--- src/rtl/sequence_generator_if.sv ---
// Board-side bundle of the sequence generator: button/switch inputs,
// serial stream outputs and a debug view of the FSM state.
//
// Stream semantics: bit_stb is a one-clock qualifier on the last clock of
// each bit period. ser_out is stable for the whole period, so a consumer
// samples ser_out whenever bit_stb=1. There is no backpressure: the stream
// is paced only by BIT_CYCLES.
interface sequence_generator_if #(
    parameter int DATA_W = 8
);
    logic              button;
    logic [DATA_W-1:0] switch;
    logic              ser_out;
    logic              bit_stb;
    logic              busy;
    logic              done;
    logic              led;
    logic [1:0]        fsm_state;

    // Generator side: owns the stream outputs.
    modport master (
        input  button, switch,
        output ser_out, bit_stb, busy, done, led, fsm_state
    );

    // Board / consumer side: drives button and switch, watches the stream.
    modport slave (
        output button, switch,
        input  ser_out, bit_stb, busy, done, led, fsm_state
    );
endinterface

--- src/rtl/sequence_generator.sv ---
// Captures the switch pattern on a button press and replays it serially,
// MSB first, each bit held BIT_CYCLES clocks with a per-bit strobe.
module sequence_generator #(
    parameter int DATA_W     = 8,
    parameter int BIT_CYCLES = 4
) (
    input  logic                 clk,
    input  logic                 rst,
    sequence_generator_if.master bus
);
    localparam int              BW       = (DATA_W > 1) ? $clog2(DATA_W) : 1;
    localparam logic [BW-1:0]   LAST_BIT = BW'(DATA_W - 1);
    localparam logic [7:0]      LAST_CYC = 8'(BIT_CYCLES - 1);

    typedef enum logic [1:0] {
        IDLE  = 2'd0,
        SHIFT = 2'd1,
        DONE  = 2'd2
    } state_t;

    state_t            state;
    state_t            state_nxt;
    logic              sync1;
    logic              sync2;
    logic              sync3;
    logic              start;
    logic [DATA_W-1:0] shreg;
    logic [BW-1:0]     bit_cnt;
    logic [7:0]        cyc_cnt;
    logic              bit_end;
    logic              last_bit;

    // Button synchronizer plus an extra flop to find the rising edge.
    always_ff @(posedge clk or negedge rst) begin
        if (!rst) begin
            sync1 <= 1'b0;
            sync2 <= 1'b0;
            sync3 <= 1'b0;
        end else begin
            sync1 <= bus.button;
            sync2 <= sync1;
            sync3 <= sync2;
        end
    end

    assign start    = sync2 & ~sync3;
    assign bit_end  = (cyc_cnt == LAST_CYC);
    assign last_bit = (bit_cnt == LAST_BIT);

    // State register.
    always_ff @(posedge clk or negedge rst) begin
        if (!rst) begin
            state <= IDLE;
        end else begin
            state <= state_nxt;
        end
    end

    // Next-state logic; starts outside IDLE are dropped, not queued.
    always_comb begin
        state_nxt = state;
        case (state)
            IDLE:    if (start) state_nxt = SHIFT;
            SHIFT:   if (bit_end && last_bit) state_nxt = DONE;
            DONE:    state_nxt = IDLE;
            default: state_nxt = IDLE;
        endcase
    end

    // Shift register and bit/cycle counters; switch is sampled only at frame start.
    always_ff @(posedge clk or negedge rst) begin
        if (!rst) begin
            shreg   <= '0;
            bit_cnt <= '0;
            cyc_cnt <= '0;
        end else if (state == IDLE && start) begin
            shreg   <= bus.switch;
            bit_cnt <= '0;
            cyc_cnt <= '0;
        end else if (state == SHIFT) begin
            if (bit_end) begin
                cyc_cnt <= '0;
                if (!last_bit) begin
                    shreg   <= shreg << 1;
                    bit_cnt <= bit_cnt + BW'(1);
                end
            end else begin
                cyc_cnt <= cyc_cnt + 8'd1;
            end
        end
    end

    // Outputs decode registered state only, so switch/button never reach them combinationally.
    always_comb begin
        bus.ser_out   = 1'b0;
        bus.bit_stb   = 1'b0;
        bus.busy      = 1'b0;
        bus.done      = 1'b0;
        bus.led       = 1'b0;
        bus.fsm_state = state;
        case (state)
            SHIFT: begin
                bus.ser_out = shreg[DATA_W-1];
                bus.bit_stb = bit_end;
                bus.busy    = 1'b1;
                bus.led     = shreg[DATA_W-1];
            end
            DONE:    bus.done = 1'b1;
            default: ;
        endcase
    end
endmodule

--- src/flat_wrapper.sv ---
// flat-port wrapper written by rule: the top's interface ports become plain ports
module sequence_generator_flat 
#(
    parameter int DATA_W     = 8,
    parameter int BIT_CYCLES = 4
)
  (clk, rst, bus_button, bus_switch, bus_ser_out, bus_bit_stb, bus_busy, bus_done, bus_led, bus_fsm_state);
  sequence_generator_if #(.DATA_W(DATA_W)) bus_i ();
  input  logic clk;
  input  logic rst;
  input wire logic [$bits(bus_i.button)-1:0] bus_button;
  input wire logic [$bits(bus_i.switch)-1:0] bus_switch;
  output wire logic [$bits(bus_i.ser_out)-1:0] bus_ser_out;
  output wire logic [$bits(bus_i.bit_stb)-1:0] bus_bit_stb;
  output wire logic [$bits(bus_i.busy)-1:0] bus_busy;
  output wire logic [$bits(bus_i.done)-1:0] bus_done;
  output wire logic [$bits(bus_i.led)-1:0] bus_led;
  output wire logic [$bits(bus_i.fsm_state)-1:0] bus_fsm_state;
  assign bus_i.button = bus_button;
  assign bus_i.switch = bus_switch;
  assign bus_ser_out = bus_i.ser_out;
  assign bus_bit_stb = bus_i.bit_stb;
  assign bus_busy = bus_i.busy;
  assign bus_done = bus_i.done;
  assign bus_led = bus_i.led;
  assign bus_fsm_state = bus_i.fsm_state;
  sequence_generator #(.DATA_W(DATA_W), .BIT_CYCLES(BIT_CYCLES)) u_core (.clk(clk), .rst(rst), .bus(bus_i));
endmodule
--- config.mk ---
export PLATFORM = sky130hd
export DESIGN_NAME = sequence_generator_flat
export DESIGN_NICKNAME = d
export VERILOG_FILES = /design/src/rtl/sequence_generator_if.sv /design/src/rtl/sequence_generator.sv /design/src/flat_wrapper.sv
export SDC_FILE = /design/constraint.sdc
export NUM_CORES = 1
export LEC_CHECK = 0
export ABC_AREA = 1
export CAP_MARGIN = 25
export CORE_UTILIZATION = 35
export DETAILED_ROUTE_END_ITERATION = 10
export SYNTH_ARGS = -nofsm -noshare
export SYNTH_HDL_FRONTEND = slang
export SYNTH_SLANG_ARGS = --single-unit
--- constraint.sdc ---
create_clock -name clk -period 1.7 [get_ports clk]
set_input_delay 0.17 -clock clk [delete_from_list [all_inputs] [get_ports clk]]
set_output_delay 0.17 -clock clk [all_outputs]
set_load 0.01 [all_outputs]
Word-level counts from Yosys, hierarchy flattened. Index checks and enable logic that the tools add are counted.

Bits in registers: 24. Bits of input ports: 11. Output and inout port bits: 7. Word-level logic and storage cells: 43.

Add/sub/neg operators: 2. Equal/unequal tests: 7. Muxes and demuxes: 18. Bitwise gates (word level): 2. Reductions and logical operators: 7.

Operator list (number): two-way mux 8 bit (7); two-way mux 3 bit (4); adder 8 x 1 -> 8 bit, second input constant (1); == test 8 x 2 -> 1 bit, second input constant (1); two-way mux 1 bit (4); two-way mux 2 bit (2); inequality test 2 x 1 -> 1 bit, second input constant (2); case mux 2 bit (2 select lines) (1); nonzero test 2 bit (2); adder 3 x 1 -> 3 bit, second input constant (1); == test 3 bit, second input constant (1); AND reduction 3 bit (1); == test 2 x 1 -> 1 bit, second input constant (1); == test 2 bit, second input constant (1); logical AND 1 bit (2); logical NOT 2 bit (1); inequality test 2 bit, second input constant (1); AND reduction 2 bit (1); AND 1 bit (1); NOT 1 bit (1).

Logic depth before layout (Yosys ltp).
Word-level depth: 5. Gate-level depth with buffers: 7. Gate-level depth less buffers: 7.

Worst setup path after synthesis. OpenSTA, ideal clock, no wires.

Path kind: reg2reg. From: register u_core.bit_cnt[0]. To: register u_core.shreg[1]. Setup time: 0.116 ns. Arrival time: 1.319 ns. Data required time: 1.584 ns. Setup slack: 0.264 ns. Stages on the path, launching flop included: 8. Path buffers: 1. Period minus slack after synthesis: 1.436 ns. Cells stage by stage: dfrtp_1 > ha_1 > ha_1 > nor2_4 > nand3_2 > buf_6 > nand3_2 > nand2_1.

Longest elaborated chain between the ends: 3.

Ends and longest elaborated chain: start: declaration (RTL line sequence_generator.sv:28) `logic [BW-1:0] bit_cnt;`; start signal: assignment (RTL line sequence_generator.sv:85) `bit_cnt <= bit_cnt + BW'(1);`; == test 3 bit (RTL line sequence_generator.sv:48) `assign last_bit = (bit_cnt == LAST_BIT);`; inequality test 2 bit (no line); AND reduction 3 bit (no line); end signal: assignment (RTL line sequence_generator.sv:77) `shreg <= bus.switch;`; end signal: assignment (RTL line sequence_generator.sv:84) `shreg <= shreg << 1;`; end: declaration (RTL line sequence_generator.sv:27) `logic [DATA_W-1:0] shreg;`.

Every way passes these cells. A chain may end at the register's enable or synchronous reset.

Final worst setup path.
From: register u_core.cyc_cnt[1]. To: output port bus_bit_stb.

Longest elaborated chain between the ends: 2.

Ends and longest elaborated chain: start: declaration (RTL line sequence_generator.sv:29) `logic [7:0] cyc_cnt;`; start signal: assignment (RTL line sequence_generator.sv:88) `cyc_cnt <= cyc_cnt + 8'd1;`; == test 8 x 2 -> 1 bit (RTL line sequence_generator.sv:47) `assign bit_end = (cyc_cnt == LAST_CYC);`; two-way mux 1 bit (RTL line sequence_generator.sv:101) `case (state)`; end: declaration (RTL line flat_wrapper.sv:14) `output wire logic [$bits(bus_i.bit_stb)-1:0] bus_bit_stb;`.

Every way passes these cells.

==> results_dict.tcl <==
set metrics [dict create \
    finalSetupViolCount 0 \
    hold_violations_final 0 \
    power.combinational.fraction_pct 39.1 \
    number_of_vias_per_cell 4.57 \
    cts.repair.resized 4 \
    max-slew-margin-rel_pct 79.0 \
    timing.reg2reg.worst_path_depth 7 \
    cp.arrival_ns 1.40 \
    fin_crit_ns 1.57 \
    clock_network_latency_to_the_later_pin_of_the_worst_skew_pair_ns 0.26 \
    final_design_area_no_fill_mm2 0.00165 \
    grt_antenna_before_repair 0 \
    critical_path.startpoint_type "register" \
    timing.final.crit_share_pct 92.2 \
    grt_first_pass_wirelength_um 4680 \
    max_cap_viol_count 0 \
    cts_tree "done" \
    max_slew.worst_pin.slew_ns 0.315 \
    worst_setup_path_end_kind "output pin" \
    dp_hpwl_um 1930 \
    h-tree-depth 1 \
    startpoint "u_core.cyc_cnt[1]" \
    dieArea_mm2 0.00404 \
    start_util_pct 36.3 \
    worst_ir_drop_vdd_uv 353 \
    drc 0 \
    seq_area_frac_synth_pct 45.2 \
    synth_cells 166 \
    worstPathCellList "ha_1, nand2_1, nor3_1, dlygate4sd2_1" \
    post-place-cells 237 \
    final_net_count 208 \
    syn_to_final_growth_pct 24.2 \
    cp_num_buf_inv 1 \
    root_buffer "clkbuf_8" \
    fin_setup_tns_ns 0 \
    seq_power_share_pct 42.8 \
    grt_setup_unrepaired "no" \
    die_x_um 63.6 \
    numPortBuffers 17 \
    boundaryPins 18 \
    fmaxAchievable_mhz 638 \
    netlist_area_mm2 0.00133 \
    leakagePower_nw 0.856 \
    groute.usage.overall_pct 14.6 \
    wl_per_cell_um 10.4 \
    layout.cells.non_filler 241 \
    internal-power_w 0.00137 \
    clock_group_share_of_total_power_pct 18.2 \
    post_route_cells_drive_above_1_share_pct 17.1 \
    synth-seq-cells 24 \
    holdCritPathClass "input pin to asynchronous set/reset pin" \
    worstPathRequired_ns 1.53 \
    cts_setup_buffers 0 \
    syn-num-nets 180 \
    grt_pass1_vias 1065 \
    ys.warnings.count 0 \
    drtPass1Iterations 4 \
    power_per_cell_area_mw_per_mm2 1310 \
    floorplan.core_area_mm2 0.00366 \
    postCtsHoldBufs 0 \
    global_placer_s_final_weighted_congestion 0.877 \
    netlist-cell-type-count 18 \
    synthesis.area_per_instance_um2 8.00 \
    route.top_layer_used "met4" \
    power_switching_w 0.000792 \
    route.antenna.remaining_nets 0 \
    vias 1102 \
    critical_path_cell_count 4 \
    cts_made_buffers 3 \
    crit_type "register to output pin" \
    grt_start_max_net_pins 25 \
    drt_iter0_drc 66 \
    netSwitchingFraction_pct 36.6 \
    rr_endpoint "u_core.shreg[7]" \
    finalClockSkew_ns 0.00439 \
    critical_path.top_delay_family "flip-flops" \
    critical_path.max_stage_delay_ns 0.40 \
    routed_wl_um 2510 \
    chipHeight_um 63.6 \
    regToRegStartpoint "u_core.bit_cnt[0]" \
    post_dp_cell_area_mm2 0.00160 \
    cell_type_of_the_slowest_stage_on_the_worst_timing_path "dfrtp_1" \
    rows 22 \
    reg2reg_setup_slack_ns 0.14 \
    routed_length_on_met1_um 1220 \
    worstSetupEndpoint "bus_bit_stb" \
    ctsLongestPathBuffers 2 \
    fin_total_pwr_w 0.00216 \
    antenna_cells 0 \
    maxSlewViolCount 0 \
    clk_transition_reported_paths_ns 0.09 \
    gr-total-overflow 0 \
    crit_fanout 4 \
    cts.sinks 24 \
    outcome "complete, no violations" \
    total_length_of_routed_met3_wires_um 73 \
    routed_length_on_met2_um 1190 \
]
-- power groups by stage --
stage	Combinational (W)	Sequential, W	Clock (W)
6_report	0.000844	0.000924	0.000393
5_1_grt	0.000978	0.000957	0.000431
4_1_cts	0.000855	0.000926	0.000401
3_5_place_dp	0.000871	0.000934	0
3_3_place_gp	0.000850	0.000922	0
2_1_floorplan	0.000594	0.000924	0
-- flip-flops by register name, summed over array words and instances (netlist names) --
signal and cells:
u_core.shreg 8, u_core.sync3 1, u_core.bit_cnt 3, u_core.sync2 1, u_core.sync1 1, u_core.cyc_cnt 8
u_core.bus.fsm_state 2
-- stage by stage --
stage | utilization [%] | setup slack [ns] | hold WS (ns)
floorplan | - | 0.264 | -0.126
global placement | 43.7 | 0.164 | 0.342
detailed placement | 43.7 | 0.122 | 0.344
CTS | 45.0 | 0.122 | 0.281
global route | 45.0 | 0.0117 | 0.282
finish | 45.0 | 0.133 | 0.267
-- area by class of cell --
type	count	area, um2
fillers	362	2010
clock buffers	4	55.1
well taps	48	60.1
flip-flops and latches	24	601
repair buffers	27	240
inverters	15	56.3
multi-input cells	123	637
-- cells in the final DEF, fill, tap and decap left out, drive strengths merged --
| cell | netlist | layout |
|---|---|---|
| o21ai | 6 | 6 |
| clkbuf | 0 | 4 |
| xor2 | 2 | 2 |
| nand3 | 20 | 20 |
| nor3 | 1 | 1 |
| dfrtp | 24 | 24 |
| nand4 | 4 | 4 |
| nand2 | 71 | 71 |
| nor2 | 15 | 15 |
| ha | 3 | 3 |
| dlygate4sd2 | 0 | 4 |
| inv | 15 | 15 |
| clkdlybuf4s50 | 0 | 13 |
| and3 | 1 | 1 |
| buf | 4 | 10 |
-- layer usage --
layer | up-vias | GRT usage (%)
li1 | 577 | -
met1 | 509 | 19.8
met2 | 14 | 23.9
met3 | 2 | 1.63
met4 | 0 | 4.55
met5 | - | 0
-- synthesized netlist by cell type --
| master | count | share of area [%] |
|---|---|---|
| inv_2 | 2 | 0.57 |
| buf_6 | 1 | 0.85 |
| nor3_1 | 1 | 0.38 |
| nand3_2 | 12 | 9.0 |
| nand2_1 | 69 | 20 |
| nand2_4 | 1 | 0.85 |
| nand3_1 | 8 | 3.0 |
| nor2_1 | 12 | 3.4 |
| nor2_4 | 3 | 2.5 |
| dfrtp_1 | 24 | 45 |
| ha_1 | 3 | 2.8 |
| o21ai_0 | 6 | 2.3 |
| buf_4 | 3 | 1.7 |
| nand2_2 | 1 | 0.47 |
| xor2_1 | 2 | 1.3 |
| nand4_1 | 4 | 1.9 |
| and3_1 | 1 | 0.47 |
| inv_1 | 13 | 3.7 |
-- worst reg2reg max path: cells and delay by family, from the launching register on --
| kind | cells | cell delay, ns |
|---|---|---|
| AND/OR/NAND/NOR | 4 | 0.40 |
| flip-flops | 1 | 0.42 |
| buffers and inverters | 1 | 0.18 |
| adder cells (fa/ha/maj) | 2 | 0.46 |
-- cells by family (layout without fill, tap and decap cells) --
| logic type | Yosys count | after routing | share of synthesized area, % |
|---|---|---|---|
| AOI/OAI and AO/OA | 6 | 6 | 2.26 |
| xor gates and xnor gates | 2 | 2 | 1.32 |
| adders and majority gates | 3 | 3 | 2.83 |
| buffers and inverters | 19 | 46 | 6.79 |
| DFF | 24 | 24 | 45.2 |
| and+or+nand+nor | 112 | 112 | 41.6 |
-- worst min-delay path by stage --
stage	startpoint	end	slack [ns]	cells past startpoint
floorplan	rst	u_core.bit_cnt[0]	-0.13	0
global placement	u_core.sync1	u_core.sync2	0.34	0
detailed placement	u_core.sync1	u_core.sync2	0.34	0
CTS	rst	u_core.cyc_cnt[7]	0.28	2
global route	rst	u_core.shreg[0]	0.28	2
finish	rst	u_core.cyc_cnt[0]	0.27	2
Power figures use the tool's default switching activity.
==> patch 1 (same flow settings) <==
Reset style: synchronous (`rst`), changed in 3 clocked blocks.
--- a/src/rtl/sequence_generator.sv
+++ b/src/rtl/sequence_generator.sv
@@ -32,5 +32,5 @@
 
     // Button synchronizer plus an extra flop to find the rising edge.
-    always_ff @(posedge clk or negedge rst) begin
+    always_ff @(posedge clk) begin
         if (!rst) begin
             sync1 <= 1'b0;
@@ -49,5 +49,5 @@
 
     // State register.
-    always_ff @(posedge clk or negedge rst) begin
+    always_ff @(posedge clk) begin
         if (!rst) begin
             state <= IDLE;
@@ -69,5 +69,5 @@
 
     // Shift register and bit/cycle counters; switch is sampled only at frame start.
-    always_ff @(posedge clk or negedge rst) begin
+    always_ff @(posedge clk) begin
         if (!rst) begin
             shreg   <= '0;
Formal check against the unedited RTL: differs if rst is asserted again (counterexample within 4 cycles, from zero or initial values and one cycle with rst low); with rst held inactive, the same outputs for 10 cycles.
==> patch 1 against the unedited design <==
Synthesized cell count fell by 4.2%. Final area down 11%. Area after synthesis fell by 11%. Sequential cell count unchanged. Highest routed layer unchanged. Global-route usage is 0.19 points higher. Non-clock buffer count fell by 6. Critical path type unchanged. Routed wire length is 8.1% lower. Worst setup slack better by 5.0 ps. Critical path depth fell by 1.
Power is not compared: it rests on default switching activity, and its combinational part moved more than twofold at a synthesized area within 25%.
==> patch 1: results (changes against the unedited design) <==
register area share after synthesis 40.7% (-4.6 points); vias per cell 4.64 (+1.4%); Worst Hold Class in2reg; vias in the first global route 977 (-8.3%); Skew-Pair Late Insertion Delay 330 ps (+70 ps); Synth Area in Adders 3.18% (+0.35 points); layout cells sized above 1 16.0% (-1.1 points); Initial DRC Count 28 (-58%); family with the most delay on the worst path buffers and inverters; post-synthesis cell count 159 (-4.2%); Critical Path Slowest Stage Cell clkdlybuf4s50_1; post-synthesis compound-gate area fraction 6.89% (+4.6 points); Tot GR Track Use 14.7% (+0.19 points); status finished, final reports clean; commonest cells in the netlist nand2_1 (50), dfxtp_1 (24), nor2_1 (15); Synth async-reset ratio 0% (-100 points); NumNets Final 196 (-5.8%); Unique masters post-synth 25 (+7); CTS root buf clkbuf_4; Post-DP Area 0.00140 mm2 (-12%); non-filler cells, final 225 (-6.6%); XOR/XNOR Fraction of Synth Area 2.22% (+0.91 points); Area contributors post-synth dfxtp_1 (41%), nand2_1 (16%), nand3_1 (5.5%), a21oi_1 (5.1%), nor2_1 (4.8%); placed wire-length estimate 1740 um (-10%); first-pass GRT wire length 3970 um (-15%); Filler Cell Count 328 (-9.4%); Detailed Route WL 2310 um (-8.1%); CTS clock-pin slew for the worst setup and hold paths 150 ps (+60 ps); critical path peak fanout 3 (-1); largest net degree at the start of global routing 19 (-24%); placed cell count 220 (-7.2%); clock skew 4.38 ps (-0.0102 ps); Finished Cell Area 0.00146 mm2 (-11%); syn nets 173 (-3.9%)
==> patch 1: cell types whose count changed after synthesis, sizes merged, moves of 3 or more <==
cell / before / now
a21oi: 0 / 12
dfrtp: 24 / 0
dfxtp: 0 / 24
nand2: 71 / 55
nand3: 20 / 15
nand4: 4 / 1
nor2: 15 / 18
o21ai: 6 / 1
==> patch 1: power by group through the flow <==
stage / registers, W / clock network (W) / logic, W
finish: 0.000579 / 0.000435 / 0.0000890
global route: 0.000580 / 0.000473 / 0.0000983
CTS: 0.000579 / 0.000445 / 0.0000875
detailed placement: 0.000590 / 0 / 0.0000875
global placement: 0.000590 / 0 / 0.0000867
floorplan: 0.000590 / 0 / 0.0000464
==> patch 1: routing by layer <==
| layer | vias up | wire [um] | share of wire, % | track usage (%) |
|---|---|---|---|---|
| met1 | 473 | 1100 | 48 | 16.8 |
| li1 | 548 | - | - | - |
| met3 | 5 | 84 | 3.6 | 4.55 |
| met5 | - | 0 | 0 | 0 |
| met2 | 17 | 1090 | 47 | 26.3 |
| met4 | 0 | 22 | 0.95 | 3.99 |
==> patch 1: logic make-up after synthesis <==
group	count (synthesis)
compound gates	15
xor+xnor	3
fa+ha+maj	3
buf+inv	20
flops	24
simple gates	94
==> patch 1: per-stage QoR <==
step           total power [W]  worst slack (ps)
2_1_floorplan         0.000636               424
3_3_place_gp          0.000676               148
3_5_place_dp          0.000678              88.0
4_1_cts                0.00111              4.62
5_1_grt                0.00115              41.1
6_report               0.00110               138
==> patch 1: final cells by class <==
| type | instances | share of cell area [%] |
|---|---|---|
| inverters | 17 | 4.53 |
| well taps | 44 | 3.76 |
| multi-input cells | 115 | 41.9 |
| repair buffers | 21 | 13.1 |
| clock inverters | 1 | 2.05 |
| flip-flops and latches | 24 | 33.1 |
| clock buffers | 3 | 1.54 |
==> patch 1: path summary, 6_finish.rpt <==
path | to | start | slack [ps]
setup / recovery | bus_done | u_core.bus.fsm_state[1]$_SDFFE_PN0P_ | 140
hold / removal | u_core.sync1$_SDFF_PN0_ | bus_button | 360
setup reg to reg | u_core.shreg[7]$_SDFFE_PN0P_ | u_core.bit_cnt[0]$_SDFFE_PP0P_ | 240
hold reg to reg | u_core.sync2$_SDFF_PN0_ | u_core.sync1$_SDFF_PN0_ | 430
==> patch 1: timing repair <==
| item | in CTS | in global routing |
|---|---|---|
| setup buffers | 0 | 1 |
| setup endpoints to repair | 4 | 1 |
| resized for setup | 9 | 2 |
| pin swaps | 0 | 0 |
| hold buffers | 0 | 0 |
==> patch 1: worst reg2reg max path, delay by kind of cell, from the launching register on <==
kind | cells | cell delay, ps
AO/OA/AOI/OAI | 1 | 120
adder cells (fa/ha/maj) | 2 | 420
buffers and inverters | 1 | 110
flip-flops | 1 | 360
AND/OR/NAND/NOR | 3 | 390
==> patch 2 (config.mk and constraints unchanged) <==
Without the edit above. `DATA_W` is set to 8 in 3 places; all go to 32.
--- a/src/rtl/sequence_generator_if.sv
+++ b/src/rtl/sequence_generator_if.sv
@@ -7,5 +7,5 @@
 // is paced only by BIT_CYCLES.
 interface sequence_generator_if #(
-    parameter int DATA_W = 8
+    parameter int DATA_W = 32
 );
     logic              button;
--- a/src/rtl/sequence_generator.sv
+++ b/src/rtl/sequence_generator.sv
@@ -2,5 +2,5 @@
 // MSB first, each bit held BIT_CYCLES clocks with a per-bit strobe.
 module sequence_generator #(
-    parameter int DATA_W     = 8,
+    parameter int DATA_W     = 32,
     parameter int BIT_CYCLES = 4
 ) (
--- a/src/flat_wrapper.sv
+++ b/src/flat_wrapper.sv
@@ -2,5 +2,5 @@
 module sequence_generator_flat 
 #(
-    parameter int DATA_W     = 8,
+    parameter int DATA_W     = 32,
     parameter int BIT_CYCLES = 4
 )
Ports: changed (resized bus_switch); port bits go from 18 to 42. No check against the original RTL was run, so the function may have changed too.
==> patch 2 against the unedited design <==
Power up 97%. Final area up 100%. Sequential cell count up 26. Synthesized cell count up 120%. Area after synthesis up 100%. Routed wire length up 140%. Worst setup slack worse by 35 ps. Cell count up 110%. Utilization up 0.94 points. Via count up 120%. First-iteration DRC count up 140%. Sequential power up 100%. Die area up 98%. Largest power group unchanged. Highest routed layer unchanged.
==> patch 2: results (changes against the unedited design) <==
status finished, final reports clean; drt pass-1 iters 5 (+1); XOR/XNOR Fraction of Synth Area 0.327% (-0.99 points); routability congestion estimate 0.842 (-4.1%); largest net degree at the start of global routing 68 (+170%); Unique masters post-synth 20 (+2); met3 wire len 183 um (+150%); PortBufs 41 (+24); Final Cycle Share 94.3% (+2.1 points); PostCTS Resize Cnt 9 (+5); actual slew at the worst max-slew pin 478 ps (+163 ps); Power Sequential 0.00185 W (+100%); Worst Hold Class in2reg; NumNets Final 447 (+110%); total number of vias 2415 (+120%); vias per cell 4.76 (+4.2%); global routing usage on met3 3.14% (+1.5 points); R2R cell count 9 (+2); syn nets 406 (+130%); Worst VDD drop 0.000445 V (+26%); post-synthesis compound-gate area fraction 1.73% (-0.53 points); Skew-Pair Late Insertion Delay 300 ps (+40 ps); Min Hold Slack 318 ps (+50.7 ps); M1 WL 2980 um (+140%); internal power 0.00271 W (+98%); Area contributors post-synth dfrtp_1 (47%), nand2_1 (15%), nand3_1 (7.9%), nand4_1 (7.7%), nor2_1 (7.2%); postcts setup bufs 1 (+1); Initial DRC Count 160 (+140%)
-- patch 2: cell count changes after synthesis, moves of 9 or more --
cell	before	now
nand3_1	8	42
nand3_2	12	1
dfrtp_1	24	50
clkbuf_1	0	9
nor2_1	12	51
nand2_1	69	105
inv_1	13	47
nand4_1	4	33
buf_2	0	10
-- patch 2: cell type report --
class                           count  share of cell area, %
Tap cell                           99                   3.67
Timing Repair Buffer               56                   17.1
Multi-Input combinational cell    248                   34.3
Clock buffer                        6                   2.45
Sequential cell                    50                   37.1
Inverter                           48                   5.35
-- patch 2: worst min path at each step --
stage / end / start
after CTS: u_core.sync1$_DFF_PN0_ / bus_button
after detailed placement: u_core.cyc_cnt[2]$_DFFE_PN0P_ / rst
final: u_core.sync1$_DFF_PN0_ / bus_button
after floorplan: u_core.bit_cnt[0]$_DFFE_PN0P_ / rst
after global placement: u_core.cyc_cnt[2]$_DFFE_PN0P_ / rst
after global routing: u_core.sync1$_DFF_PN0_ / bus_button
